[src/rtl/ctrl_branch_predictor_bht_if.sv]
// Lookup/prediction/update bundle for the branch history table.
// master drives lookups and training, slave is the predictor.
interface ctrl_branch_predictor_bht_if #(
  parameter int PROG_CTR_WID = 10
);
  logic                    lookup_valid;
  logic [PROG_CTR_WID-1:0] lookup_pc;
  logic [PROG_CTR_WID-1:0] lookup_tgt;
  logic                    pred_valid;
  logic                    pred_taken;
  logic [PROG_CTR_WID-1:0] pred_tgt;
  logic                    upd_valid;
  logic [PROG_CTR_WID-1:0] upd_pc;
  logic                    upd_taken;
  logic [PROG_CTR_WID-1:0] upd_tgt;
  logic                    upd_mispredict;
  logic                    flush;
  logic                    init_busy;
  logic [15:0]             mispredict_cnt;

  modport master (
    output lookup_valid, lookup_pc, lookup_tgt,
    output upd_valid, upd_pc, upd_taken,
    output upd_tgt, upd_mispredict, flush,
    input  pred_valid, pred_taken, pred_tgt,
    input  init_busy, mispredict_cnt
  );

  modport slave (
    input  lookup_valid, lookup_pc, lookup_tgt,
    input  upd_valid, upd_pc, upd_taken,
    input  upd_tgt, upd_mispredict, flush,
    output pred_valid, pred_taken, pred_tgt,
    output init_busy, mispredict_cnt
  );
endinterface

[src/rtl/ctrl_branch_predictor_bht.sv]
// Saturating-counter branch history table, cleared after reset.
// Optional target buffer: define BRANCH_TARGET_BUF_EN.
module ctrl_branch_predictor_bht #(
  parameter int PROG_CTR_WID = 10,
  parameter int BHT_DEPTH    = 64,
  parameter int CTR_BITS     = 2,
  parameter int IDX_LSB      = 0
) (
  input logic clk,
  input logic reset,
  ctrl_branch_predictor_bht_if.slave bus
);
  localparam int IW = $clog2(BHT_DEPTH);
  localparam logic [CTR_BITS-1:0] CMAX = '1;
  localparam logic [CTR_BITS-1:0] WNT =
    (CTR_BITS == 1) ? '0 :
    CTR_BITS'((1 << (CTR_BITS - 1)) - 1);

  typedef enum logic {INIT, READY} state_t;

  state_t              state;
  state_t              state_nxt;
  logic [IW-1:0]       init_idx;
  logic                init_last;
  logic [CTR_BITS-1:0] bht [BHT_DEPTH];
  logic [IW-1:0]       lk_idx;
  logic [IW-1:0]       up_idx;
  logic [CTR_BITS-1:0] up_ctr;
  logic [CTR_BITS-1:0] up_ctr_nxt;
  logic                rd_taken;
  logic [PROG_CTR_WID-1:0] seq_pc;
  logic [PROG_CTR_WID-1:0] taken_tgt;
  logic                upd_en;
  logic                unused_bits;

  assign lk_idx    = bus.lookup_pc[IDX_LSB +: IW];
  assign up_idx    = bus.upd_pc[IDX_LSB +: IW];
  assign init_last = (init_idx == IW'(BHT_DEPTH - 1));
  assign upd_en    = (state == READY) & bus.upd_valid;
  assign seq_pc    = bus.lookup_pc + PROG_CTR_WID'(1);

`ifdef BRANCH_TARGET_BUF_EN
  logic [PROG_CTR_WID-1:0] btb_tgt [BHT_DEPTH];
  logic                    btb_vld [BHT_DEPTH];

  assign taken_tgt = btb_vld[lk_idx] ?
                     btb_tgt[lk_idx] : bus.lookup_tgt;
  assign unused_bits = ^bus.upd_pc;

  // Target buffer: cleared during INIT, filled by taken branches
  always_ff @(posedge clk) begin
    if (!reset) begin
      if (state == INIT) begin
        btb_vld[init_idx] <= 1'b0;
      end else if (upd_en && bus.upd_taken) begin
        btb_tgt[up_idx] <= bus.upd_tgt;
        btb_vld[up_idx] <= 1'b1;
      end
    end
  end
`else
  assign taken_tgt   = bus.lookup_tgt;
  assign unused_bits = ^{bus.upd_pc, bus.upd_tgt};
`endif

  // Next state, busy flag and counter arithmetic
  always_comb begin
    state_nxt     = state;
    bus.init_busy = (state == INIT);
    up_ctr        = bht[up_idx];
    up_ctr_nxt    = up_ctr;
    rd_taken      = 1'b0;
    if (state == INIT && init_last) begin
      state_nxt = READY;
    end
    if (state == READY) begin
      rd_taken = bht[lk_idx][CTR_BITS-1];
    end
    if (bus.upd_taken) begin
      if (up_ctr != CMAX) up_ctr_nxt = up_ctr + 1'b1;
    end else begin
      if (up_ctr != '0) up_ctr_nxt = up_ctr - 1'b1;
    end
  end

  // State register and sequential clear pointer
  always_ff @(posedge clk) begin
    if (reset) begin
      state    <= INIT;
      init_idx <= '0;
    end else begin
      state <= state_nxt;
      if (state == INIT) init_idx <= init_idx + 1'b1;
    end
  end

  // Counter table: clear during INIT, train in READY
  always_ff @(posedge clk) begin
    if (!reset) begin
      if (state == INIT) begin
        bht[init_idx] <= WNT;
      end else if (upd_en) begin
        bht[up_idx] <= up_ctr_nxt;
      end
    end
  end

  // Registered prediction, read before same-cycle training
  always_ff @(posedge clk) begin
    if (reset) begin
      bus.pred_valid <= 1'b0;
      bus.pred_taken <= 1'b0;
      bus.pred_tgt   <= '0;
    end else begin
      bus.pred_valid <= bus.lookup_valid & ~bus.flush;
      if (bus.lookup_valid) begin
        bus.pred_taken <= rd_taken;
        bus.pred_tgt   <= rd_taken ? taken_tgt : seq_pc;
      end
    end
  end

  // Saturating mispredict counter
  always_ff @(posedge clk) begin
    if (reset) begin
      bus.mispredict_cnt <= '0;
    end else if (upd_en && bus.upd_mispredict &&
                 bus.mispredict_cnt != 16'hFFFF) begin
      bus.mispredict_cnt <= bus.mispredict_cnt + 16'd1;
    end
  end
endmodule
[src/flat_wrapper.sv]
// flat-port wrapper written by rule: the top's interface ports become plain ports
module ctrl_branch_predictor_bht_flat 
#(
  parameter int PROG_CTR_WID = 10,
  parameter int BHT_DEPTH    = 64,
  parameter int CTR_BITS     = 2,
  parameter int IDX_LSB      = 0
)
  (clk, reset, bus_lookup_valid, bus_lookup_pc, bus_lookup_tgt, bus_upd_valid, bus_upd_pc, bus_upd_taken, bus_upd_tgt, bus_upd_mispredict, bus_flush, bus_pred_valid, bus_pred_taken, bus_pred_tgt, bus_init_busy, bus_mispredict_cnt);
  ctrl_branch_predictor_bht_if #(.PROG_CTR_WID(PROG_CTR_WID)) bus_i ();
  input logic clk;
  input logic reset;
  input wire logic [$bits(bus_i.lookup_valid)-1:0] bus_lookup_valid;
  input wire logic [$bits(bus_i.lookup_pc)-1:0] bus_lookup_pc;
  input wire logic [$bits(bus_i.lookup_tgt)-1:0] bus_lookup_tgt;
  input wire logic [$bits(bus_i.upd_valid)-1:0] bus_upd_valid;
  input wire logic [$bits(bus_i.upd_pc)-1:0] bus_upd_pc;
  input wire logic [$bits(bus_i.upd_taken)-1:0] bus_upd_taken;
  input wire logic [$bits(bus_i.upd_tgt)-1:0] bus_upd_tgt;
  input wire logic [$bits(bus_i.upd_mispredict)-1:0] bus_upd_mispredict;
  input wire logic [$bits(bus_i.flush)-1:0] bus_flush;
  output wire logic [$bits(bus_i.pred_valid)-1:0] bus_pred_valid;
  output wire logic [$bits(bus_i.pred_taken)-1:0] bus_pred_taken;
  output wire logic [$bits(bus_i.pred_tgt)-1:0] bus_pred_tgt;
  output wire logic [$bits(bus_i.init_busy)-1:0] bus_init_busy;
  output wire logic [$bits(bus_i.mispredict_cnt)-1:0] bus_mispredict_cnt;
  assign bus_i.lookup_valid = bus_lookup_valid;
  assign bus_i.lookup_pc = bus_lookup_pc;
  assign bus_i.lookup_tgt = bus_lookup_tgt;
  assign bus_i.upd_valid = bus_upd_valid;
  assign bus_i.upd_pc = bus_upd_pc;
  assign bus_i.upd_taken = bus_upd_taken;
  assign bus_i.upd_tgt = bus_upd_tgt;
  assign bus_i.upd_mispredict = bus_upd_mispredict;
  assign bus_i.flush = bus_flush;
  assign bus_pred_valid = bus_i.pred_valid;
  assign bus_pred_taken = bus_i.pred_taken;
  assign bus_pred_tgt = bus_i.pred_tgt;
  assign bus_init_busy = bus_i.init_busy;
  assign bus_mispredict_cnt = bus_i.mispredict_cnt;
  ctrl_branch_predictor_bht #(.PROG_CTR_WID(PROG_CTR_WID), .BHT_DEPTH(BHT_DEPTH), .CTR_BITS(CTR_BITS), .IDX_LSB(IDX_LSB)) u_core (.clk(clk), .reset(reset), .bus(bus_i));
endmodule
[config.mk]
export PLATFORM = sky130hd
export DESIGN_NAME = ctrl_branch_predictor_bht_flat
export DESIGN_NICKNAME = d
export VERILOG_FILES = /design/src/rtl/ctrl_branch_predictor_bht_if.sv /design/src/rtl/ctrl_branch_predictor_bht.sv /design/src/flat_wrapper.sv
export SDC_FILE = /design/constraint.sdc
export NUM_CORES = 1
export LEC_CHECK = 0
export ABC_AREA = 1
export CAP_MARGIN = 5
export CORE_UTILIZATION = 35
export CTS_CLUSTER_SIZE = 40
export DETAILED_ROUTE_END_ITERATION = 16
export PLACE_DENSITY_LB_ADDON = 0.2
export SLEW_MARGIN = 40
export SYNTH_ARGS = -nofsm -noshare
export SYNTH_HDL_FRONTEND = slang
export SYNTH_SLANG_ARGS = --single-unit
[constraint.sdc]
create_clock -name clk -period 6.06 [get_ports clk]
set_clock_uncertainty 0.1 [all_clocks]
set_input_delay 1.515 -clock clk [delete_from_list [all_inputs] [get_ports clk]]
set_output_delay 1.515 -clock clk [all_outputs]
set_load 0.05 [all_outputs]
After elaboration in Yosys (flattened, before gate mapping)
Memory sizes are Yosys's and may differ from the RTL's.
Cells that the tools add are included.
Widths: inputs -> output; s select.
- multiply operators: 0
- $lt $le $gt $ge: 0
- reductions and logical operators: 5
- bitwise operators: 4
- divide/modulo/power cells: 0
- add/sub/neg operators: 5
- muxes and demuxes: 15
- shift-type cells: 0
- eq/ne operators: 3
- operators with widths (operator ; number):
    $add 16x1->16 const B ; 1
    $ne 16x16->1 const B ; 1
    $add 10x1->10 const B ; 1
    $mux 10 ; 1
    $mux 1 ; 9
    $mux 2 ; 4
    $add 6x1->6 const B ; 1
    $eq 6x6->1 const B ; 1
    $mux 6 ; 1
    $logic_and 1x1->1 ; 3
    $add 2x1->2 const B ; 1
    $and 1x1->1 ; 2
    $ne 2x2->1 const B ; 1
    $not 1->1 ; 2
    $reduce_bool 2->1 ; 1
    $reduce_or 2->1 ; 1
    $sub 2x1->2 const B ; 1
- logic and storage cells: 39
- ROM bits: 0
- bits in latches: 0
- output and inout bits: 29
- memory bits (writable): 128
- register bits after elaboration: 35
- memories: 1
- memory list (name ; depth ; width ; rd ports ; clocked after Yosys merged registers in ; write ports ; line ; RTL):
    u_core.bht ; 64 ; 2 ; 2 ; 0 ; 1 ; ctrl_branch_predictor_bht.sv:25 ; logic [CTR_BITS-1:0] bht [BHT_DEPTH];

Longest topological paths before layout
Gate-level depths: netlist (run 1).
- depth after elaboration: 7
- mapped depth: 16

Worst setup path before layout (run 1)
Ideal clock, no wire load.
- path type: input to register
- start: in bus_upd_pc[2]
- end: mem u_core.bht[0][1] (data pin)
- library setup time: 0.501 ns
- arrival: 4.109 ns
- data required time: 5.459 ns
- path buffers: 2
- path slack: 1.350 ns
- cell stages on the path: 11
- cell sequence: buf_2 > inv_1 > clkbuf_1 > nand3_1 > nand2_1 > nand2_1 > nand2_1 > nand3_1 > nand3b_1 > nand2_1 > nor2_1
- cells in the longest elaborated chain, start to end: 5
- elaborated cells on any way between the ends: 9
- classes of those cells: 2 x add/sub; 1 x eq/ne; 4 x mux; 1 x reduce/logical; 1 x memory
- RTL lines (what ; line ; RTL):
    start, declared ; flat_wrapper.sv:17 ; input wire logic [$bits(bus_i.upd_pc)-1:0] bus_upd_pc;
    $mem_v2 64x2 * ; - ;
    $sub 2x1->2, or another cell as far along ; ctrl_branch_predictor_bht.sv:82 ; if (up_ctr != '0) up_ctr_nxt = up_ctr - 1'b1;
    $mux 2, on equally long branches ; ctrl_branch_predictor_bht.sv:82, ctrl_branch_predictor_bht.sv:80 ;
    $mux 2 * ; ctrl_branch_predictor_bht.sv:79 ; if (bus.upd_taken) begin
    $mux 2 (no source line) * ; - ;
    end, declared ; ctrl_branch_predictor_bht.sv:25 ;
Mark *: on every way between the ends. The rest lies on a longest branch, timed or not.

Final worst setup path (run 1)
- start: in bus_upd_pc[1]
- end: mem u_core.bht[50][0] (data pin)
Same word-level chain as after synthesis.

==> out/qor.csv, run 1 <==
stage,metric,value,unit
status,outcome,"finished, final reports clean",
detailed_routing,wire_per_inst,17.2,um
clock_tree,cts_tree,built,
logic_synthesis,synth_cell_types,41,
logic_synthesis,ys_top_cells_by_area,"edfxtp_1 (46%), dfxtp_1 (8.4%), nand2_1 (8.3%), nor2_1 (6.2%), o21ai_0 (4.6%)",
timing,worstMarginPinSlew,783,ps
timing,setup-violations-final,0,
grt,grt_usage,19.8,%
detailed_routing,viasPerCell,5.09,
logic_synthesis,synth-edff-count,128,
pwr,pwr-share-comb,9.5,%
die,rows,56,
clock_tree,clockBufferDepth,2,
clock_tree,clock_latency,430,ps
setup_path,required,6110,ps
flow_run,max_cap_viol_count,0,
logic_synthesis,synth_area,8370,um2
clock_tree,cts_hold_buf,0,
pwr,vdd_drop_max,0.000155,V
final_layout,diodes,0,
clock_tree,cts_buffers,17,
pwr,p_int,1.88,mW
setup_path,path_max_fanout,39,
detailed_routing,drt_iter0_markers,569,
logic_synthesis,ys_async_sr_fraction,0,%
pwr,clkPwrFrac,42.9,%
die,io_pins,76,
die,start_util,35.7,%
setup_path,path_cells,"clkdlybuf4s50_1, clkinv_1, buf_4, a21oi_1, o21ai_0, nand3_1, nand2_1, a21oi_1, nand2_1, nand3_1, nand2_1, a21oi_1, nand2_2, buf_12",
final_layout,fin_nets,1050,
clock_tree,cts.sinks,163,
detailed_routing,drc,0,
detailed_routing,postRouteAntennaNets,0,
setup_path,worst_setup_path_end_kind,flip-flop,
min_path,hold_start,u_core.bus.pred_tgt[0],
grt,grt_pass1_vias,6579,
setup_path,cp_data_arrival_time,4400,ps
grt,grt_pass1_wl,36300,um
clock_tree,cts-resized-gates,0,
grt,antenna_found_initial,0,
logic_synthesis,syn-num-nets,1001,
detailed_routing,wl,22900,um
timing,fmax,0.230,GHz
timing,min_period,4350,ps
grt,overflow,0,
detailed_routing,firstDrtPassIters,5,
logic_synthesis,syn_avg_cell_area,8.80,um2
final_layout,syn2layout_area_growth,17.4,%
timing,maxSlewHeadroom,47.8,%
setup_path,crit_path_max_incr_delay,490,ps
pwr,p_leak,3.71,nW
die,core,23500,um2
timing,final.period_utilization,71.7,%
die,dieArea,24500,um2
logic_synthesis,synth_ff_type,edfxtp_1,
placed_design,dp_hpwl,15000,um
pwr,power.density,257,nW/um2
clock_tree,htree_num_levels,4,
grt,grt_max_degree,76,
die,die_h,157,um
logic_synthesis,synth_warnings,0,
logic_synthesis,ys_ff_latch,163,
setup_path,cp_slowest_cell,clkdlybuf4s50_1,
setup_path,setup.reg_to_reg.worst_slack,2900,ps
timing,grt_setup_unrepaired,no,
setup_path,worstSetupPathType,input port to flip-flop,
die,fp.dieW,157,um
logic_synthesis,seq_area_frac_synth,54.3,%
logic_synthesis,synth_top_area_cell,edfxtp_1,
setup_path,timing.rr.end,u_core.bht[3][1],
clock_tree,post_cts_buffers,0,
logic_synthesis,yosysMostFrequentCell,nand2_1,
timing,hold_violations,0,
placed_design,place_congestion,0.871,
timing,tns,0,ps
logic_synthesis,synth_commonest_cells,"nand2_1 (185), nor2_1 (138), edfxtp_1 (128), inv_1 (85), o21ai_0 (77)",
min_path,worstHoldPathCells,2,
setup_path,worstReg2RegStart,u_core.state,
min_path,min_path_type,flip-flop to flip-flop,
logic_synthesis,syn_inst,951,
clock_tree,clk_pin_slew,60,ps
setup_path,startpoint_type,input port,
final_layout,final_core_util,41.9,%
logic_synthesis,synth_top_area_share,45.9,%
timing,slew_viol_final,0,
detailed_routing,vias,6786,
pwr,switching_share,25.3,%
placed_design,numPortBuffers,61,
pwr,pwr-share-seq,47.6,%
setup_path,r2r_cells,8,
final_layout,fillers,2333,
pwr,p_switching,639,uW
final_layout,layout-drive-gt1-share,10.9,%
clock_tree,cts-root-buf,clkbuf_16,
min_path,whs_endpoint,u_core.bus.pred_tgt[0],
-- worst max path at each step --
stage / from / to / slack (ps)
after global routing: bus_upd_pc[1] / u_core.bht[50][0] / 1450
final: bus_upd_pc[1] / u_core.bht[50][0] / 1710
after floorplan: bus_upd_pc[2] / u_core.bht[0][1] / 1350
after global placement: bus_upd_pc[1] / u_core.bht[11][0] / 1330
after CTS: bus_upd_pc[1] / u_core.bht[50][0] / 1720
after detailed placement: bus_upd_pc[1] / u_core.bht[22][0] / 1270
-- cells in the final DEF (no fill, tap or decap), types with 3 or more instances in the layout --
master,Yosys,final
a21oi_1,47,47
a21oi_2,10,10
buf_4,6,10
clkbuf_16,0,19
clkdlybuf4s50_1,0,59
dfxtp_1,35,35
edfxtp_1,128,128
ha_1,3,3
inv_1,85,85
inv_2,7,6
inv_4,2,5
inv_6,0,5
nand2_1,185,184
nand2_2,13,14
nand3_1,75,75
nand3_2,13,13
nand4_1,9,9
nor2_1,138,137
nor2_4,3,4
nor3_1,11,11
nor4_1,4,4
nor4_2,3,3
o211ai_1,8,8
o21ai_0,77,77
o21ai_1,6,6
o21ai_2,4,4
o22ai_1,18,18
xnor2_1,4,4
xor2_1,7,7
-- routing by layer --
metal	up-vias	global-route usage (%)	share of wire, %
li1	3326	-	-
met1	3225	25.7	47
met2	194	32.1	45
met3	41	4.07	5.2
met4	0	8.54	2.8
met5	-	0	0
-- cells by family after synthesis --
family,synth area share (%)
flops,54.3
buf+inv,7.22
simple gates,25.2
fa+ha+maj,0.449
xor+xnor,1.15
compound gates,11.7
-- power groups by stage --
stage	combinational (mW)	sequential, mW	clock (mW)
floorplan	0.141	1.24	0
global placement	0.239	1.23	0
detailed placement	0.238	1.23	0
CTS	0.239	1.20	1.10
global route	0.264	1.20	1.14
finish	0.239	1.20	1.08
-- worst max-delay path, delay by kind of cell --
family,cells,cell delay (ps)
compound gates,4,520
buf+inv,4,1490
simple gates,6,840
-- flip-flops by register name, indices dropped and copies added (netlist names) --
name / cells
u_core.bus.pred_tgt: 10
u_core.init_idx: 6
u_core.state: 1
u_core.bus.mispredict_cnt: 16
u_core.bus.pred_taken: 1
u_core.bus.pred_valid: 1
u_core.bht: 128
-- metrics by stage --
step | hold slack [ps] | power, mW | setup slack [ps] | instances | cell area (um2)
5_1_grt | 393 | 2.61 | 1450 | 1332 | 9830
4_1_cts | 367 | 2.54 | 1720 | 1332 | 9830
3_3_place_gp | 358 | 1.46 | 1330 | 1300 | 9230
2_1_floorplan | 357 | 1.38 | 1350 | 951 | 8370
3_5_place_dp | 357 | 1.46 | 1270 | 1300 | 9230
6_report | 365 | 2.52 | 1710 | 1332 | 9830
-- cell type report --
cell class	instances	area [um2]	share of cell area, %
clock buffers	22	510	5.20
repair buffers	72	696	7.08
inverters	95	364	3.71
flip-flops and latches	163	4540	46.2
well taps	319	399	4.06
multi-input cells	651	3230	32.9
clock inverters	10	81.3	0.828
Power figures use the tool's default switching activity.
==> run 2: changes to the inputs <==
==> constraint.sdc (replaced) <==
create_clock -name clk -period 3.6 [get_ports clk]
set_clock_uncertainty 0.1 [all_clocks]
set_input_delay 0.9 -clock clk [delete_from_list [all_inputs] [get_ports clk]]
set_output_delay 0.9 -clock clk [all_outputs]
set_load 0.05 [all_outputs]
==> out/qor.csv, run 2 (same netlist as run 1, synthesis figures left out) <==
stage,metric,value,unit
pwr,vdd_drop_max,0.000277,V
clock_tree,cts_hold_buf,0,
detailed_routing,firstDrtPassIters,5,
timing,maxSlewHeadroom,53.3,%
setup_path,worstSetupPathType,flip-flop to primary output,
min_path,worstHoldPathCells,2,
detailed_routing,drc,0,
pwr,p_leak,3.82,nW
detailed_routing,drt-met1-wl,10800,um
clock_tree,clk_pin_slew,70,ps
pwr,total_power,4.28,mW
grt,grt_pass1_wl,36400,um
setup_path,cp_slowest_cell,dfxtp_1,
detailed_routing,top_layer_used,met4,
placed_design,dp_hpwl,15300,um
clock_tree,cts-root-buf,clkbuf_16,
final_layout,fin_nets,1068,
placed_design,place_congestion,0.800,
timing,slew_viol_final,0,
final_layout,final-seq-area,4540,um2
timing,tns,0,ps
die,die_h,157,um
timing,worstMarginPinSlew,700,ps
final_layout,mostFrequentLayoutCell,nand2_1,
clock_tree,clock_latency,430,ps
timing,final.period_utilization,88.7,%
detailed_routing,wl_met2,10700,um
clock_tree,clockBufferDepth,2,
setup_path,required,2600,ps
placed_design,numPortBuffers,61,
die,fp.dieW,157,um
detailed_routing,met3_length,1240,um
timing,fmax,0.313,GHz
detailed_routing,wire_per_inst,17.1,um
grt,grt_pass1_vias,6481,
final_layout,multi_input_area,3230,um2
die,start_util,35.7,%
final_layout,final_cell_mix,"nand2_1 (184), nor2_1 (137), edfxtp_1 (128), inv_1 (85), o21ai_0 (77)",
detailed_routing,wl,23100,um
timing,setup-violations-final,0,
grt,overflow,0,
setup_path,critPathTopFamily,buffers and inverters,
final_layout,layout-drive-gt1-share,12.4,%
die,dieArea,24500,um2
detailed_routing,postRouteAntennaNets,0,
clock_tree,post_cts_buffers,0,
clock_tree,cts_tree,built,
final_layout,top_regs,"u_core.bht (128), u_core.bus.mispredict_cnt (16), u_core.bus.pred_tgt (10)",
timing,min_period,3190,ps
final_layout,stdcell_area,10100,um2
final_layout,largest_reg_flops,128,
clock_tree,cts_buffers,17,
setup_path,startpoint_type,flip-flop,
setup_path,path_max_fanout,17,
setup_path,worst_setup_path_end_kind,primary output,
final_layout,syn2layout_area_growth,20.1,%
final_layout,diodes,0,
setup_path,setup.reg_to_reg.worst_slack,740,ps
clock_tree,cts.sinks,163,
timing,grt_setup_unrepaired,no,
min_path,hold_start,u_core.bus.mispredict_cnt[7],
clock_tree,cts-resized-gates,0,
detailed_routing,viasPerCell,5.02,
grt,grt_max_degree,48,
final_layout,fillers,2358,
min_path,min_path_type,flip-flop to flip-flop,
flow_run,max_cap_viol_count,0,
setup_path,timing.rr.end,u_core.bht[56][1],
grt,grt_usage,19.8,%
min_path,whs_endpoint,u_core.bus.mispredict_cnt[7],
clock_tree,htree_num_levels,4,
placed_design,post_dp_cell_area,9470,um2
die,rows,56,
die,io_pins,76,
final_layout,top_register,u_core.bht,
setup_path,path_cells,"inv_1, clkdlybuf4s50_1",
setup_path,critical_path_buf_inv_count,2,
timing,hold_violations,0,
detailed_routing,vias,6774,
setup_path,cp_data_arrival_time,2190,ps
setup_path,crit_path_max_incr_delay,770,ps
setup_path,r2r_cells,8,
die,core,23500,um2
pwr,power.density,426,nW/um2
setup_path,worstReg2RegStart,u_core.state,
timing,hold_ws,372,ps
status,outcome,"finished, final reports clean",
grt,antenna_found_initial,0,
detailed_routing,drt_iter0_markers,538,
-- run 2: final cells by class --
type | instances | area share [%]
sequential | 163 | 45.2
multi-input combinational | 651 | 32.1
timing repair buffer | 90 | 9.26
clock buffer | 17 | 4.23
tap | 319 | 3.97
inverter | 95 | 3.60
clock inverter | 15 | 1.58
-- run 2: how the worst max path moves through the flow --
stage | startpoint | end | slack [ps] | depth (start not counted)
2_1_floorplan | bus_upd_pc[2] | u_core.bht[0][1] | 170 | 11
3_3_place_gp | bus_upd_pc[1] | u_core.bht[18][1] | 210 | 14
3_5_place_dp | bus_upd_pc[1] | u_core.bht[58][1] | 180 | 14
4_1_cts | u_core.state | bus_init_busy | 410 | 2
5_1_grt | u_core.state | bus_init_busy | 260 | 2
6_report | u_core.state | bus_init_busy | 410 | 2
-- run 2: routing by layer --
| layer | up-vias | GRT usage (%) |
|---|---|---|
| met4 | 0 | 6.07 |
| met2 | 185 | 32.4 |
| met1 | 3205 | 26.7 |
| met3 | 28 | 3.27 |
| li1 | 3356 | - |
| met5 | - | 0 |
-- run 2: power breakdown --
| part | switching (mW) | internal (mW) |
|---|---|---|
| Sequential | 0.00700 | 2.01 |
| Combinational | 0.275 | 0.148 |
| Clock | 0.848 | 0.985 |
-- run 2: worst register-to-register path, cell delays in order (launching register included) --
cell,delay [ps]
dfxtp_1,770
nand2_2,190
nor2_4,200
inv_2,150
o21ai_2,270
inv_2,60
nor2_1,190
nand3_2,320
nor2_1,300
-- run 2: stage by stage --
stage | cells | util [%] | worst slack [ps]
after floorplan | 951 | - | 167
after global placement | 1318 | 40.3 | 213
after detailed placement | 1318 | 40.3 | 177
after CTS | 1350 | 42.8 | 411
after global routing | 1350 | 42.8 | 255
final | 1350 | 42.8 | 406
